### config.mk
export PLATFORM = sky130hd
export DESIGN_NAME = vidac_enc
export DESIGN_NICKNAME = d
export VERILOG_FILES = /design/src/rtl/vidac_enc.sv
export SDC_FILE = /design/constraint.sdc
export NUM_CORES = 1
export LEC_CHECK = 0
export CORE_MARGIN = 3
export CORE_UTILIZATION = 35
export CTS_CLUSTER_SIZE = 8
export DETAILED_ROUTE_END_ITERATION = 10
export GPL_TIMING_DRIVEN = 1
export PLACE_DENSITY_LB_ADDON = 0.2
export SYNTH_ARGS = -nofsm -noshare
export SYNTH_HDL_FRONTEND = slang
export SYNTH_SLANG_ARGS = --single-unit
### constraint.sdc
create_clock -name clock -period 2.5 [get_ports clock]
set_input_delay 0.375 -clock clock [delete_from_list [all_inputs] [get_ports clock]]
set_output_delay 0.375 -clock clock [all_outputs]
set_load 0.01 [all_outputs]
### src/rtl/vidac_enc.sv
// rtl/vidac_enc.sv - vidac command-list encoder; optional bounding-box culling via VIDAC_ENC_CULL_EN
module vidac_enc #(
  parameter logic [17:0] BASE     = 18'h20000,
  parameter int          MAX_CMDS = 16
) (
  input  logic        clock,
  input  logic        reset_n,
  input  logic        cmd_valid,
  output logic        cmd_ready,
  input  logic [1:0]  cmd_code,
  input  logic [15:0] cmd_x1,
  input  logic [15:0] cmd_y1,
  input  logic [15:0] cmd_x2,
  input  logic [15:0] cmd_y2,
  input  logic [7:0]  cmd_color,
  input  logic        flush,
  output logic        done,
  output logic [17:0] a,
  output logic [7:0]  o,
  output logic        w,
  output logic        own,
  output logic        kick,
  input  logic        bsy
);

  localparam int CW = $clog2(MAX_CMDS + 1);
  localparam logic [CW-1:0] LAST_CNT = CW'(MAX_CMDS - 1);

  // The full list plus terminator must stay inside the 18-bit address space.
  generate
    if (int'(BASE) + 10 * MAX_CMDS >= (1 << 18)) begin : g_range_check
      $error("vidac_enc: BASE + 10*MAX_CMDS exceeds the 18-bit address space");
    end
  endgenerate

  typedef enum logic [2:0] {
    S_IDLE,
    S_WRITE,
    S_KICK,
    S_WAITHI,
    S_WAITLO
  } state_t;

  state_t        state;
  logic [17:0]   ptr;
  logic [CW-1:0] count;
  logic          pending;
  logic [3:0]    k;
  logic [1:0]    l_code;
  logic [15:0]   l_x1, l_y1, l_x2, l_y2;
  logic [7:0]    l_color;
  logic          culled;

`ifdef VIDAC_ENC_CULL_EN
  logic signed [15:0] xmin, xmax, ymin, ymax;

  // Signed bounding box of the presented request against the 320x200 screen.
  always_comb begin
    xmin   = ($signed(cmd_x1) < $signed(cmd_x2)) ? $signed(cmd_x1) : $signed(cmd_x2);
    xmax   = ($signed(cmd_x1) < $signed(cmd_x2)) ? $signed(cmd_x2) : $signed(cmd_x1);
    ymin   = ($signed(cmd_y1) < $signed(cmd_y2)) ? $signed(cmd_y1) : $signed(cmd_y2);
    ymax   = ($signed(cmd_y1) < $signed(cmd_y2)) ? $signed(cmd_y2) : $signed(cmd_y1);
    culled = (xmax < 16'sd0) || (xmin > 16'sd319) || (ymax < 16'sd0) || (ymin > 16'sd199);
  end
`else
  assign culled = 1'b0;
`endif

  // Byte k of the latched command in list order; index 10 is the terminator.
  function automatic logic [7:0] byte_sel(input logic [3:0] idx);
    case (idx)
      4'd0:    byte_sel = {6'd0, l_code};
      4'd1:    byte_sel = l_x1[7:0];
      4'd2:    byte_sel = l_x1[15:8];
      4'd3:    byte_sel = l_y1[7:0];
      4'd4:    byte_sel = l_y1[15:8];
      4'd5:    byte_sel = l_x2[7:0];
      4'd6:    byte_sel = l_x2[15:8];
      4'd7:    byte_sel = l_y2[7:0];
      4'd8:    byte_sel = l_y2[15:8];
      4'd9:    byte_sel = l_color;
      default: byte_sel = 8'h00;
    endcase
  endfunction

  // Encoder FSM: serialise commands, append the terminator, then kick vidac and track bsy.
  always_ff @(posedge clock) begin
    if (!reset_n) begin
      state     <= S_IDLE;
      ptr       <= BASE;
      count     <= '0;
      pending   <= 1'b0;
      k         <= '0;
      l_code    <= '0;
      l_x1      <= '0;
      l_y1      <= '0;
      l_x2      <= '0;
      l_y2      <= '0;
      l_color   <= '0;
      cmd_ready <= 1'b1;
      done      <= 1'b0;
      a         <= BASE;
      o         <= '0;
      w         <= 1'b0;
      own       <= 1'b1;
      kick      <= 1'b0;
    end else begin
      done <= 1'b0;
      kick <= 1'b0;
      case (state)
        S_IDLE: begin
          if (cmd_valid && cmd_code != 2'd0 && !culled) begin
            l_code    <= cmd_code;
            l_x1      <= cmd_x1;
            l_y1      <= cmd_y1;
            l_x2      <= cmd_x2;
            l_y2      <= cmd_y2;
            l_color   <= cmd_color;
            a         <= ptr;
            o         <= {6'd0, cmd_code};
            w         <= 1'b1;
            k         <= 4'd1;
            cmd_ready <= 1'b0;
            // A flush arriving with the command is honoured after the write.
            pending   <= pending | flush;
            state     <= S_WRITE;
          end else if (flush || pending) begin
            pending <= 1'b0;
            if (count != '0) begin
              kick      <= 1'b1;
              own       <= 1'b0;
              cmd_ready <= 1'b0;
              state     <= S_KICK;
            end else begin
              done <= 1'b1;
            end
          end
        end
        S_WRITE: begin
          if (flush) pending <= 1'b1;
          if (k != 4'd11) begin
            a <= ptr + 18'(k);
            o <= byte_sel(k);
            w <= 1'b1;
            k <= k + 4'd1;
          end else begin
            w     <= 1'b0;
            o     <= '0;
            ptr   <= ptr + 18'd10;
            count <= count + 1'b1;
            if (count == LAST_CNT || pending || flush) begin
              pending <= 1'b0;
              kick    <= 1'b1;
              own     <= 1'b0;
              state   <= S_KICK;
            end else begin
              cmd_ready <= 1'b1;
              state     <= S_IDLE;
            end
          end
        end
        S_KICK: begin
          if (flush) pending <= 1'b1;
          // bsy already high here counts as the rise.
          state <= bsy ? S_WAITLO : S_WAITHI;
        end
        S_WAITHI: begin
          if (flush) pending <= 1'b1;
          if (bsy) state <= S_WAITLO;
        end
        S_WAITLO: begin
          if (flush) pending <= 1'b1;
          if (!bsy) begin
            ptr       <= BASE;
            count     <= '0;
            a         <= BASE;
            done      <= 1'b1;
            own       <= 1'b1;
            cmd_ready <= 1'b1;
            state     <= S_IDLE;
          end
        end
        default: state <= S_IDLE;
      endcase
    end
  end

endmodule

==> results by stage, run 1 <==
Clock tree:
- The clock slew seen by the registers of the worst setup and hold paths is 0.06 ns.
- TritonCTS built the clock tree.
- The number of buffers created by CTS is 17.
- The clock tree synthesis step divided the H-tree into 4 levels.
- In this run the clock root is driven by a sky130_fd_sc_hd__clkbuf_16.
- The number of buffers inserted by post-CTS setup repair is 0.
- The post-cts hold buffer count is 0.
- The later pin in the worst-skew pair is clocked with a latency of 0.42 ns.
- The quantity of gates resized following cts is 0.
- The clock net in this run drives a total of 135 sinks.
- The maximum root-to-sink buffer count is 2.

Floorplanning:
- Measured along the x axis, the die boundary spans 140.5 um.
- The core region is 0.01748 mm2.
- In this run the vertical extent of the chip is 140.5 um.
- The die covers 0.01973 mm2.
- The I/O pin total is 110.
- The floorplan row count is 48.
- The initial cell density of the core is 36.22%.

Placed design:
- Detailed placement ended at an HPWL of 13610 um.
- During placement, the flow inserted port buffers numbering 109.
- At the end of routability-driven placement, the weighted congestion stood at 0.8528.
- OpenSTA, run right after detailed placement, puts the worst setup slack at 0.1872 ns.

Logic synthesis:
- When the netlist entered floorplanning its net count stood at 867.
- The cell count after synthesis came out at 776.
- The number of synthesized flops with an enable pin is 0.
- Sequential elements use 42.70% of the synthesized area.
- The prevailing post-synth register cell is sky130_fd_sc_hd__dfxtp_1.
- Yosys printed 0 warnings.
- The average cell area after synthesis is 8.157 um2.
- The count of distinct cell types in the synthesized netlist is 69.
- Of all flip-flops after synthesis, the portion carrying an async set or reset was 0%.
- The number of register bits inferred by synthesis is 135.
- The cell area after synthesis is 0.006330 mm2.

Global routing:
- Global routing used 19.70% of the available tracks.
- The maximum number of pins on one net before global-route repair is 49.
- The number of global-route vias before repair came to 5562.
- The first-pass GRT wire length is 31040 um.
- For this run the aggregate overflow at the end of global routing stands at 0.
- The number of antenna violations at the first check in global routing is 0.

STA:
- The setup-violating endpoint count in the final report is 0.
- Setup repair after global routing left no endpoint under its margin.
- Dividing the final minimum period by the clock period gives 86.39%.
- The fmax is 0.4630 GHz.
- The worst setup margin is 0.3403 ns.
- The setup TNS after final layout is 0 ns.
- The number of slew-limit violations in the final report is 0.
- In this run the tightest slew margin relative to its limit is 55.69%.
- The number of endpoints with negative hold slack in the final report is 0.
- On the final layout, the worst hold slack is 0.4545 ns.
- For the pin with the worst max-slew slack, the measured transition is 0.6646 ns.
- The post-route minimum period is 2.160 ns.
- For the final database, setup skew stands at 0.01047 ns.

Setup path:
- The reg-to-reg critical path startpoint is k[1]$_SDFFE_PN0P_.
- The worst setup path is launched from a register.
- At the worst endpoint, the required time is 2.86 ns.
- The worst setup path startpoint is k[1]$_SDFFE_PN0P_.
- STA classifies the critical path endpoint as a register.
- The arrival time at the worst endpoint is 2.52 ns.
- The type of the setup path with the least slack is reg -> reg.
- The highest net fanout along the worst path is 12.

Power:
- The analysis attributes to cell leakage a power of 2.945 nW.
- Total power for the finished layout comes to 6.468 mW.
- In this run the power density over the cells is 777.2 mW/mm2.
- The peak supply drop is 0.5295 mV.

Route:
- The final layout contains routed wiring with a total length of 19420 um.
- For this run, design rule violations remaining after detail routing come to 0.
- The number of vias in the routed layout is 6032.
- After detailed routing, the average wire length per cell comes to 17.54 um.
- The DRC marker count from the first detailed-route iteration is 565.
- In the routed layout, each cell is associated on average with a via count of 5.449.
- The count of nets left with antenna violations once routing finished came out at 0.
- The first-pass iteration count of the detailed router is 5.

Hold path:
- The type of the tightest min-delay check is reg -> reg.
- The startpoint identified for the worst hold timing path is l_y2[14]$_SDFFE_PN0P_.

Layout:
- The library cells used most frequently in the layout, excluding fill and tap cells, are 171 x sky130_fd_sc_hd__nand2_1, 135 x sky130_fd_sc_hd__dfxtp_1, 112 x sky130_fd_sc_hd__a21oi_1.
- Relative to the synthesized area, the layout overhead comes to 31.47%.
- The final layout contains 960 nets.
- The fraction of layout instances using a drive strength above 1 is 8.844%.
- The library cell used most frequently in the layout, excluding fill and tap cells, is sky130_fd_sc_hd__nand2_1.
- The antenna cell count is 0.
- For this run, the share of the core covered by cells in the final layout is 47.62%.

Run:
- The number of max-cap violations is 0.

Run status:
- The flow ran to the end, and the final reports show no timing, DRC or antenna violations.
## per-layer routing
layer  up-vias  share of wire [%]  global-route usage (%)
li1       3012                  -                       -
met1      2858                 48                   28.18
met2       149                 46                   30.19
met3        13                4.6                   3.756
met4         0                1.1                   5.813
met5         -                  0                       0
## path summary, 6_finish.rpt
path / end / slack [ns] / depth (start not counted)
worst max-delay path: o[7]$_SDFFE_PN0P_ / 0.34 / 7
worst min-delay path: l_y2[14]$_SDFFE_PN0P_ / 0.45 / 2
worst max register to register: o[7]$_SDFFE_PN0P_ / 0.34 / 7
worst min register to register: l_y2[14]$_SDFFE_PN0P_ / 0.45 / 2
## stage by stage
| step | cell area, um2 | cells |
|---|---|---|
| global placement | 7690 | 1075 |
| detailed placement | 7690 | 1075 |
| global route | 8322 | 1107 |
| floorplan | 6330 | 776 |
| CTS | 8322 | 1107 |
| finish | 8322 | 1107 |
## flip-flops by register name (all words and copies together) (netlist names), 2 cells and up
name,count
count,5
l_code,2
l_x2,16
o,8
state,3
l_x1,16
ptr,17
k,4
l_y1,16
l_color,8
a,18
l_y2,16
## cell families after synthesis
| kind of cell | count (synthesis) | share of synthesized area, % |
|---|---|---|
| AOI/OAI and AO/OA | 244 | 25.68 |
| xor gates and xnor gates | 9 | 1.245 |
| adders and majority gates | 12 | 2.372 |
| buffers and inverters | 78 | 5.555 |
| DFF | 135 | 42.70 |
| muxes | 5 | 0.8499 |
| and+or+nand+nor | 293 | 21.61 |
## area by class of cell
cell class | count | area, um2
Clock inverter | 11 | 171.4
Clock buffer | 21 | 460.4
Tap cell | 225 | 281.5
Inverter | 10 | 37.54
Multi-Input combinational cell | 563 | 3279
Sequential cell | 135 | 2703
Timing Repair Buffer | 142 | 1389
Fill cell | 1727 | 9155
## report_power, final
| group | internal, mW | total, mW | switching [mW] |
|---|---|---|---|
| clock | 1.73 | 2.70 | 0.973 |
| sequential | 2.35 | 2.48 | 0.127 |
| combinational | 0.565 | 1.29 | 0.727 |
## worst max-delay path: stages (launching register included)
cell and delay, ns:
sky130_fd_sc_hd__dfxtp_1 0.48, sky130_fd_sc_hd__ha_1 0.25, sky130_fd_sc_hd__buf_4 0.22, sky130_fd_sc_hd__o41ai_1 0.09, sky130_fd_sc_hd__buf_4 0.15, sky130_fd_sc_hd__a2111oi_4 0.59
sky130_fd_sc_hd__and3_1 0.25, sky130_fd_sc_hd__a221o_1 0.09
## cell usage after synthesis, drive strengths merged, types with 5 or more instances
master / count / area share (%)
dfxtp: 135 / 43
nand3: 25 / 2.0
nand4: 5 / 0.49
xor2: 5 / 0.69
buf: 28 / 2.6
or4: 13 / 1.5
nor3: 13 / 1.0
a22o: 6 / 0.83
or3: 9 / 0.89
a22oi: 24 / 2.8
nand2: 173 / 10
o211ai: 8 / 0.95
o311ai: 8 / 1.1
clkbuf: 40 / 2.4
and3: 5 / 0.49
o21a: 7 / 0.83
a311oi: 14 / 1.9
a222oi: 6 / 0.95
nor2: 23 / 1.4
nand2b: 5 / 0.49
a21oi: 113 / 9.0
inv: 10 / 0.59
o21ai: 14 / 1.1
o31ai: 6 / 0.71
ha: 12 / 2.4
and2: 6 / 0.59
No activity file was read; power rests on OpenSTA's default activity.
==> run 2, diff against run 1 <==
--- a/config.mk
+++ b/config.mk
@@ -5,10 +5,11 @@
 export SDC_FILE = /design/constraint.sdc
 export NUM_CORES = 1
 export LEC_CHECK = 0
-export CORE_MARGIN = 3
+export CORE_MARGIN = 2
 export CORE_UTILIZATION = 35
 export CTS_CLUSTER_SIZE = 8
 export DETAILED_ROUTE_END_ITERATION = 10
+export DONT_BUFFER_PORTS = 1
 export GPL_TIMING_DRIVEN = 1
 export PLACE_DENSITY_LB_ADDON = 0.2
 export SYNTH_ARGS = -nofsm -noshare
==> run 2 against run 1 <==
  * Die area fell by 2.8%
  * Critical path depth fell by 1
  * First-iteration DRC count fell by 17%
  * Sequential share of layout area rose by 5.1 points
  * Combinational power fell by 26%
  * Clock power fell by 3%
  * Clock skew fell by 0.0018 ns
  * Via count fell by 5.4%
  * Critical path type unchanged
  * Largest cell class unchanged
==> results by stage, run 2 (synthesis results as in run 1) <==
Route:
- The count of nets left with antenna violations once routing finished came out at 0.
- The final layout contains routed wiring with a total length of 18500 um.
- Dividing the detail-routed via count by the number of cells gives 5.719.
- After detailed routing, the number of remaining DRC violations is 0.
- The number of vias in the routed layout is 5708.
- The first-pass iteration count of the detailed router is 5.
- The routed length per placed instance is 18.53 um.
- After the first detailed-routing iteration, the DRC count stood at 467.

Run status:
- The run finished with clean final reports.

STA:
- The setup clock skew after layout is 0.008681 ns.
- The measured slew at the worst slew-check pin is 0.6805 ns.
- The number of slew-limit violations in the final report is 0.
- The share of the clock period used by the worst path after layout is 90.18%.
- On the final layout, the worst hold slack is 0.06376 ns.
- The worst max-slew margin expressed relative to the limit is 54.04%.
- The number of endpoints with negative hold slack in the final report is 0.
- Setup repair after global routing left no endpoint under its margin.
- The worst setup margin is 0.2456 ns.
- The worst path needs 2.254 ns of the cycle, external delays included.
- Adding up every negative setup slack in the final design gives 0 ns.
- The fmax is 0.4436 GHz.
- Setup violations remaining at the end of the flow were counted as 0.

Layout:
- The register with the most flip-flops in the layout has 18 of them.
- The area of all placed cells without fillers is 0.007183 mm2.
- In the layout the commonest cells are 171 x sky130_fd_sc_hd__nand2_1, 135 x sky130_fd_sc_hd__dfxtp_1, 112 x sky130_fd_sc_hd__a21oi_1.
- The number of antenna diodes in the final layout is 0.
- The commonest non-fill, non-tap cell in the layout is sky130_fd_sc_hd__nand2_1.
- a holds more flip-flops than any other register.
- Of the cells placed in the final design, the portion with a size suffix greater than 1 is 9.883%.
- Relative to the synthesized area, the layout overhead comes to 13.48%.
- After the flow finishes, the layout carries non-filler instances totaling 998.
- The largest registers in the layout are a (18), ptr (17).
- The final cell utilization of the core is 40.26%.
- The net count of the finished layout is 847.

Placed design:
- The standard cell area after detailed placement is 0.006561 mm2.
- The total instance count after detailed placement is 966.
- Routability-driven placement finished with a final weighted congestion of 0.8320.
- Summed over all nets, the half-perimeter wirelength after detailed placement is 13320 um.
- Prior to clock tree synthesis, the placed netlist has a worst setup slack of 0.2771 ns.
- The count of buffers from port buffering is 0.

Power:
- Summing internal, switching and leakage power gives 6.126 mW.
- Summed over all cells, the static leakage comes to 2.510 nW.
- IR analysis of the VDD net gives a maximum drop of 0.5324 mV.
- Dividing total power by cell area gives a power density of 852.9 mW/mm2.

Clock tree:
- The clock passes through at most 2 buffers.
- For this design, the sink count on the clock tree is 135.
- The clock reaches the later pin of the worst-skew pair after 0.42 ns.
- Clock-pin slew was measured on the worst setup and hold paths at 0.06 ns.
- The cell sitting at the root of the clock tree is a sky130_fd_sc_hd__clkbuf_16.
- Once the clock tree was built, the resizer swapped 0 gates to a different size.
- Post-CTS timing repair inserted 0 buffers for setup.
- The maximum level of the CTS H-tree is 4.
- The number of buffers created by CTS is 17.
- In this run, post-CTS hold repair placed 0 buffers.
- The clock tree from TritonCTS is built.

Hold path:
- The hold-critical path endpoint is cmd_ready$_SDFFE_PN1P_.
- The worst hold path startpoint is reset_n.
- The number of cells on the worst hold path is 1.
- The worst hold path belongs to the class in -> reg.

Global routing:
- The first global-routing pass estimated 29500 um of wire.
- The aggregate global routing overflow is 0.
- The number of antenna violations at the first check in global routing is 0.
- Across every metal layer, demand over resource in global routing totals 19.30%.
- Entering global routing, the biggest net connects 85 pins.
- The number of global-route vias before repair is 5368.

Setup path:
- The startpoint identified for the worst register-to-register timing path is k[1]$_SDFFE_PN0P_.
- The worst reg2reg path depth is 6.
- STA puts the critical path data arrival time at 2.57 ns.
- The category of the worst setup path launch point is a register.
- Of all nets on the critical path, the largest fanout is 7.
- For the worst setup path, the data required time is 2.81 ns.
- Across all register-to-register paths, the minimum setup slack is 0.25 ns.
- The type of the setup path with the least slack is reg -> reg.
- The destination of the worst register-to-register timing path is o[7]$_SDFFE_PN0P_.
- The worst setup path is captured at a register.

Floorplanning:
- The initial cell density of the core is 35.48%.
- The full die area is 0.01918 mm2.
- Row generation in the floorplan step produced 49 rows.
- For this design the top-level I/O count stands at 110.
- The area inside the core boundary is 0.01784 mm2.
- Measured along the x axis, the die boundary spans 138.5 um.
- The die outline height is 138.5 um.

Run:
- The number of max-cap violations is 0.
==> run 2: routing by layer <==
metal | wire length [um] | track usage [%] | vias up
met5 | 0 | 0 | -
met4 | 355 | 6.821 | 0
met3 | 1134 | 5.300 | 19
met2 | 8504 | 29.31 | 170
met1 | 8502 | 26.45 | 2735
li1 | - | - | 2784
==> run 2: area by class of cell <==
cell class | count | area, um2
clock buffers | 17 | 425.4
fillers | 1784 | 10660
well taps | 229 | 286.5
flip-flops and latches | 135 | 2703
inverters | 10 | 37.54
clock inverters | 15 | 196.4
multi-input cells | 563 | 3279
repair buffers | 29 | 255.2
==> run 2: how the worst max path moves through the flow <==
stage	start	endpoint	slack [ns]	cells past startpoint
2_1_floorplan	k[1]$_SDFFE_PN0P_	o[7]$_SDFFE_PN0P_	0.37	7
3_3_place_gp	k[1]$_SDFFE_PN0P_	o[7]$_SDFFE_PN0P_	0.41	6
3_5_place_dp	k[1]$_SDFFE_PN0P_	o[7]$_SDFFE_PN0P_	0.28	6
4_1_cts	k[1]$_SDFFE_PN0P_	o[7]$_SDFFE_PN0P_	0.25	6
5_1_grt	k[1]$_SDFFE_PN0P_	o[7]$_SDFFE_PN0P_	0.12	6
6_report	k[1]$_SDFFE_PN0P_	o[7]$_SDFFE_PN0P_	0.25	6
==> run 2: power by group <==
group	switching (mW)	internal (mW)
Sequential	0.189	2.35
Clock	1.10	1.53
Combinational	0.611	0.342
==> run 2: critical path, cell delays in order (launching register included) <==
cell                        delay [ns]
sky130_fd_sc_hd__dfxtp_1          0.48
sky130_fd_sc_hd__inv_1            0.10
sky130_fd_sc_hd__ha_1             0.27
sky130_fd_sc_hd__o41ai_1          0.65
sky130_fd_sc_hd__a2111oi_4        0.17
sky130_fd_sc_hd__and3_1           0.21
sky130_fd_sc_hd__a221o_1          0.25
==> run 3, diff against run 2 <==
--- a/config.mk
+++ b/config.mk
@@ -7,7 +7,6 @@
 export LEC_CHECK = 0
 export CORE_MARGIN = 2
 export CORE_UTILIZATION = 35
-export CTS_CLUSTER_SIZE = 8
 export DETAILED_ROUTE_END_ITERATION = 10
 export DONT_BUFFER_PORTS = 1
 export GPL_TIMING_DRIVEN = 1
==> constraint.sdc (replaced) <==
create_clock -name clock -period 1.9 [get_ports clock]
set_input_delay 0.285 -clock clock [delete_from_list [all_inputs] [get_ports clock]]
set_output_delay 0.285 -clock clock [all_outputs]
set_load 0.01 [all_outputs]
==> run 3 against run 2 <==
  * Total power increased by 34%
  * Clock skew barely moved
  * Worst setup slack lost 0.22 ns
  * Clock power increased by 27%
  * Largest cell class unchanged
  * Worst hold slack lost 0.055 ns
==> results by stage, run 3 (synthesis results as in run 1) <==
Clock tree:
- TritonCTS built the clock tree.
- No sink is reached through more buffers than the 2 on the longest clock path.
- The clock latency on the worst-skew pair is 0.42 ns.
- The number of sinks on the clock net is 135.
- CTS placed an instance of sky130_fd_sc_hd__clkbuf_16 at the clock tree root.
- Clock-pin slew was measured on the worst setup and hold paths at 0.06 ns.
- The number of buffers created by CTS is 17.
- The maximum level of the CTS H-tree is 4.

Power:
- The power density relative to cell area is 1006 mW/mm2.
- The share of total power consumed by net switching is 30.12%.
- For this design the total switching power over the nets is 2.481 mW.
- Per report_power, the combinational group accounts for 19.0% of the total.
- The cell internal power dissipation is 5.757 mW.
- IR analysis of the VDD net gives a maximum drop of 0.6251 mV.
- The part of the total power dissipated in sequential elements is 40.4%.
- The completed layout was analyzed and its total power is 8.238 mW.
- The static leakage is 2.970 nW.
- Per report_power, the clock group accounts for 40.6% of the total.

Run status:
- The flow ran to the end, and the final reports show no timing, DRC or antenna violations.

Setup path:
- The critical path's largest stage delay is 0.37 ns.
- The worst setup path is launched from a register.
- The type of the setup path with the least slack is reg -> reg.
- Data on the critical path is required at its endpoint by 2.24 ns.
- The number of cells on the worst reg-to-reg path is 7.
- Tracing the worst setup path back leads to its startpoint at k[1]$_SDFFE_PN0P_.
- The reg-to-reg critical path startpoint is k[1]$_SDFFE_PN0P_.
- The critical-path cell with the highest stage delay is sky130_fd_sc_hd__dfxtp_4.
- The signal on the critical path passes through buf_4 -> ha_1 -> and3_4 -> o211ai_1 -> buf_4 -> or3_1 -> a311oi_2.
- The arrival time at the worst endpoint is 2.21 ns.
- In this run the register-to-register setup slack is 0.03 ns.
- STA classifies the critical path endpoint as a register.
- The highest net fanout along the worst path is 7.
- In this design, the critical path's most frequently occurring cell is sky130_fd_sc_hd__buf_4.
- In this run the critical register-to-register path is captured at a[16]$_SDFFE_PN0P_.

STA:
- The measured slew at the worst slew-check pin is 0.4568 ns.
- The fmax is 0.5343 GHz.
- Between clock sinks in the finished design, the worst skew comes to 0.008372 ns.
- The setup-violating endpoint count in the final report is 0.
- The number of endpoints with negative hold slack in the final report is 0.
- The final critical path takes up 98.50% of the cycle.
- The number of slew-limit violations in the final report is 0.
- The post-route minimum period is 1.871 ns.
- The worst max-slew margin expressed relative to the limit is 69.55%.

Route:
- The routed length per placed instance is 18.17 um.
- The number of vias in the routed layout is 6059.
- The DRC marker count from the first detailed-route iteration is 429.
- In this run the remaining antenna-violating nets after routing total 0.
- The mean number of vias per cell is 5.549.
- The pre-antenna-repair detailed-routing pass consisted of 5 iterations.
- For this run, design rule violations remaining after detail routing come to 0.
- After detailed routing, the total wire length is 19840 um.

Layout:
- The layout-stage area growth over the synthesis result is 29.31%.
- The final net count is 941.
- The repair_antennas step left the layout with diodes totalling 0.
- The register with the most flip-flops in the layout has 18 of them.
- The top cell types in the final layout, fill and taps aside, are 171 x sky130_fd_sc_hd__nand2_1, 130 x sky130_fd_sc_hd__dfxtp_1, 111 x sky130_fd_sc_hd__a21oi_1.
- More flip-flops sit in one register than any other, and that register is a.
- The largest registers in the layout are a (18), ptr (17).
- The post-route netlist has 17.15% of its cells at a drive strength greater than 1.
- The library cell used most frequently in the layout, excluding fill and tap cells, is sky130_fd_sc_hd__nand2_1.
- After routing the design area is 0.008185 mm2.

Global routing:
- Entering global routing, the biggest net connects 73 pins.
- The number of global-route vias before repair was 5673.
- The total routing resource utilization after global routing is 20.18%.
- The first global-routing pass estimated 30930 um of wire.
- The number of antenna violations at the first check in global routing is 0.
- For this run the aggregate overflow at the end of global routing stands at 0.

Placed design:
- After detailed placement, the total cell area comes to 0.006935 mm2.
- In this run the tool buffered the top-level ports with 0 buffer cells.
- The placer congestion estimate is 0.9220.
- After legalization and detailed placement, the total HPWL measured 14130 um.

Hold path:
- The worst hold path begins at cmd_x2[12].
- The worst hold path belongs to the class in -> reg.
- The hold-critical path endpoint is l_x2[12]$_SDFFE_PN0P_.
- The number of cells on the worst hold path is 2.

Floorplanning:
- The horizontal die dimension is 138.5 um.
- The area inside the core boundary is 0.01784 mm2.
- The die is 138.5 um tall.
- During I/O placement, the number of pins put on the boundary was 110.
- The floorplan has 49 rows.
- The die covers 0.01918 mm2.
- Once the floorplan was initialized, standard cells occupied 35.48% of the core.

Run:
- The number of max-cap violations is 0.
-- run 3: cell count changes in the layout (fill, tap and decap cells not counted), moves of 5 or more --
cell and delta:
sky130_fd_sc_hd__dfxtp_1 -5, sky130_fd_sc_hd__buf_4 +42, sky130_fd_sc_hd__dlygate4sd3_1 +47, sky130_fd_sc_hd__ha_1 -5
-- run 3: worst max path at each step --
stage                                 endpoint  slack [ns]  cells past startpoint
after floorplan              o[7]$_SDFFE_PN0P_        0.03                      7
after global placement    ptr[11]$_SDFFE_PN0P_        0.02                      6
after detailed placement  ptr[13]$_SDFFE_PN0P_       -0.04                      6
after CTS                   a[10]$_SDFFE_PN0P_       -0.02                      5
after global routing        a[14]$_SDFFE_PN0P_       -0.03                      7
final                       a[16]$_SDFFE_PN0P_        0.03                      7
-- run 3: repair_timing --
item,4_1_cts,5_1_grt
setup endpoints to repair,9,39
hold buffers,46,1
gates resized for setup,3,34
gates cloned,0,1
hold endpoints to repair,50,1
pin swaps,1,10
buffers inserted,0,2
-- run 3: power by group through the flow --
stage | Sequential (mW) | Clock, mW | Combinational [mW]
finish | 3.33 | 3.35 | 1.56
global route | 3.37 | 3.54 | 1.72
CTS | 3.32 | 3.41 | 1.48
detailed placement | 3.38 | 0 | 1.39
global placement | 3.37 | 0 | 1.37
floorplan | 3.31 | 0 | 0.960
-- run 3: area by class of cell --
cell class | count | area, um2
Multi-Input combinational cell | 563 | 3410
Inverter | 10 | 37.54
Timing Repair Buffer | 123 | 1132
Fill cell | 1734 | 9656
Clock inverter | 14 | 163.9
Sequential cell | 135 | 2716
Tap cell | 229 | 286.5
Clock buffer | 18 | 439.2
-- run 3: stage by stage --
step	instances	util [%]	setup WS [ns]	hold slack [ns]	TNS (ns)
after floorplan	776	-	0.02890	0.4011	0
after global placement	1010	38.87	0.02174	0.4026	0
after detailed placement	1010	38.87	-0.03824	0.4058	-0.2103
after CTS	1088	44.86	-0.02083	0.00002504	-0.02430
after global routing	1092	45.88	-0.03235	0.005792	-0.1348
final	1092	45.88	0.02854	0.008520	0
-- run 3: critical path: cells and delay by family, from the launching register on --
kind / cells / cell delay, ns
and+or+nand+nor: 2 / 0.53
AOI/OAI and AO/OA: 2 / 0.39
DFF: 1 / 0.37
buffers and inverters: 2 / 0.33
adders and majority gates: 1 / 0.18
-- run 3: metal layers --
metal  part of all wire, %  track usage (%)  vias to the layer above  wire [um]
li1                      -                -                     2967          -
met3                   7.3            5.715                       23       1445
met2                    46            31.50                      202       9141
met4                   1.7            6.337                        0        344
met1                    45            27.13                     2867       8910
met5                     0                0                        -          0
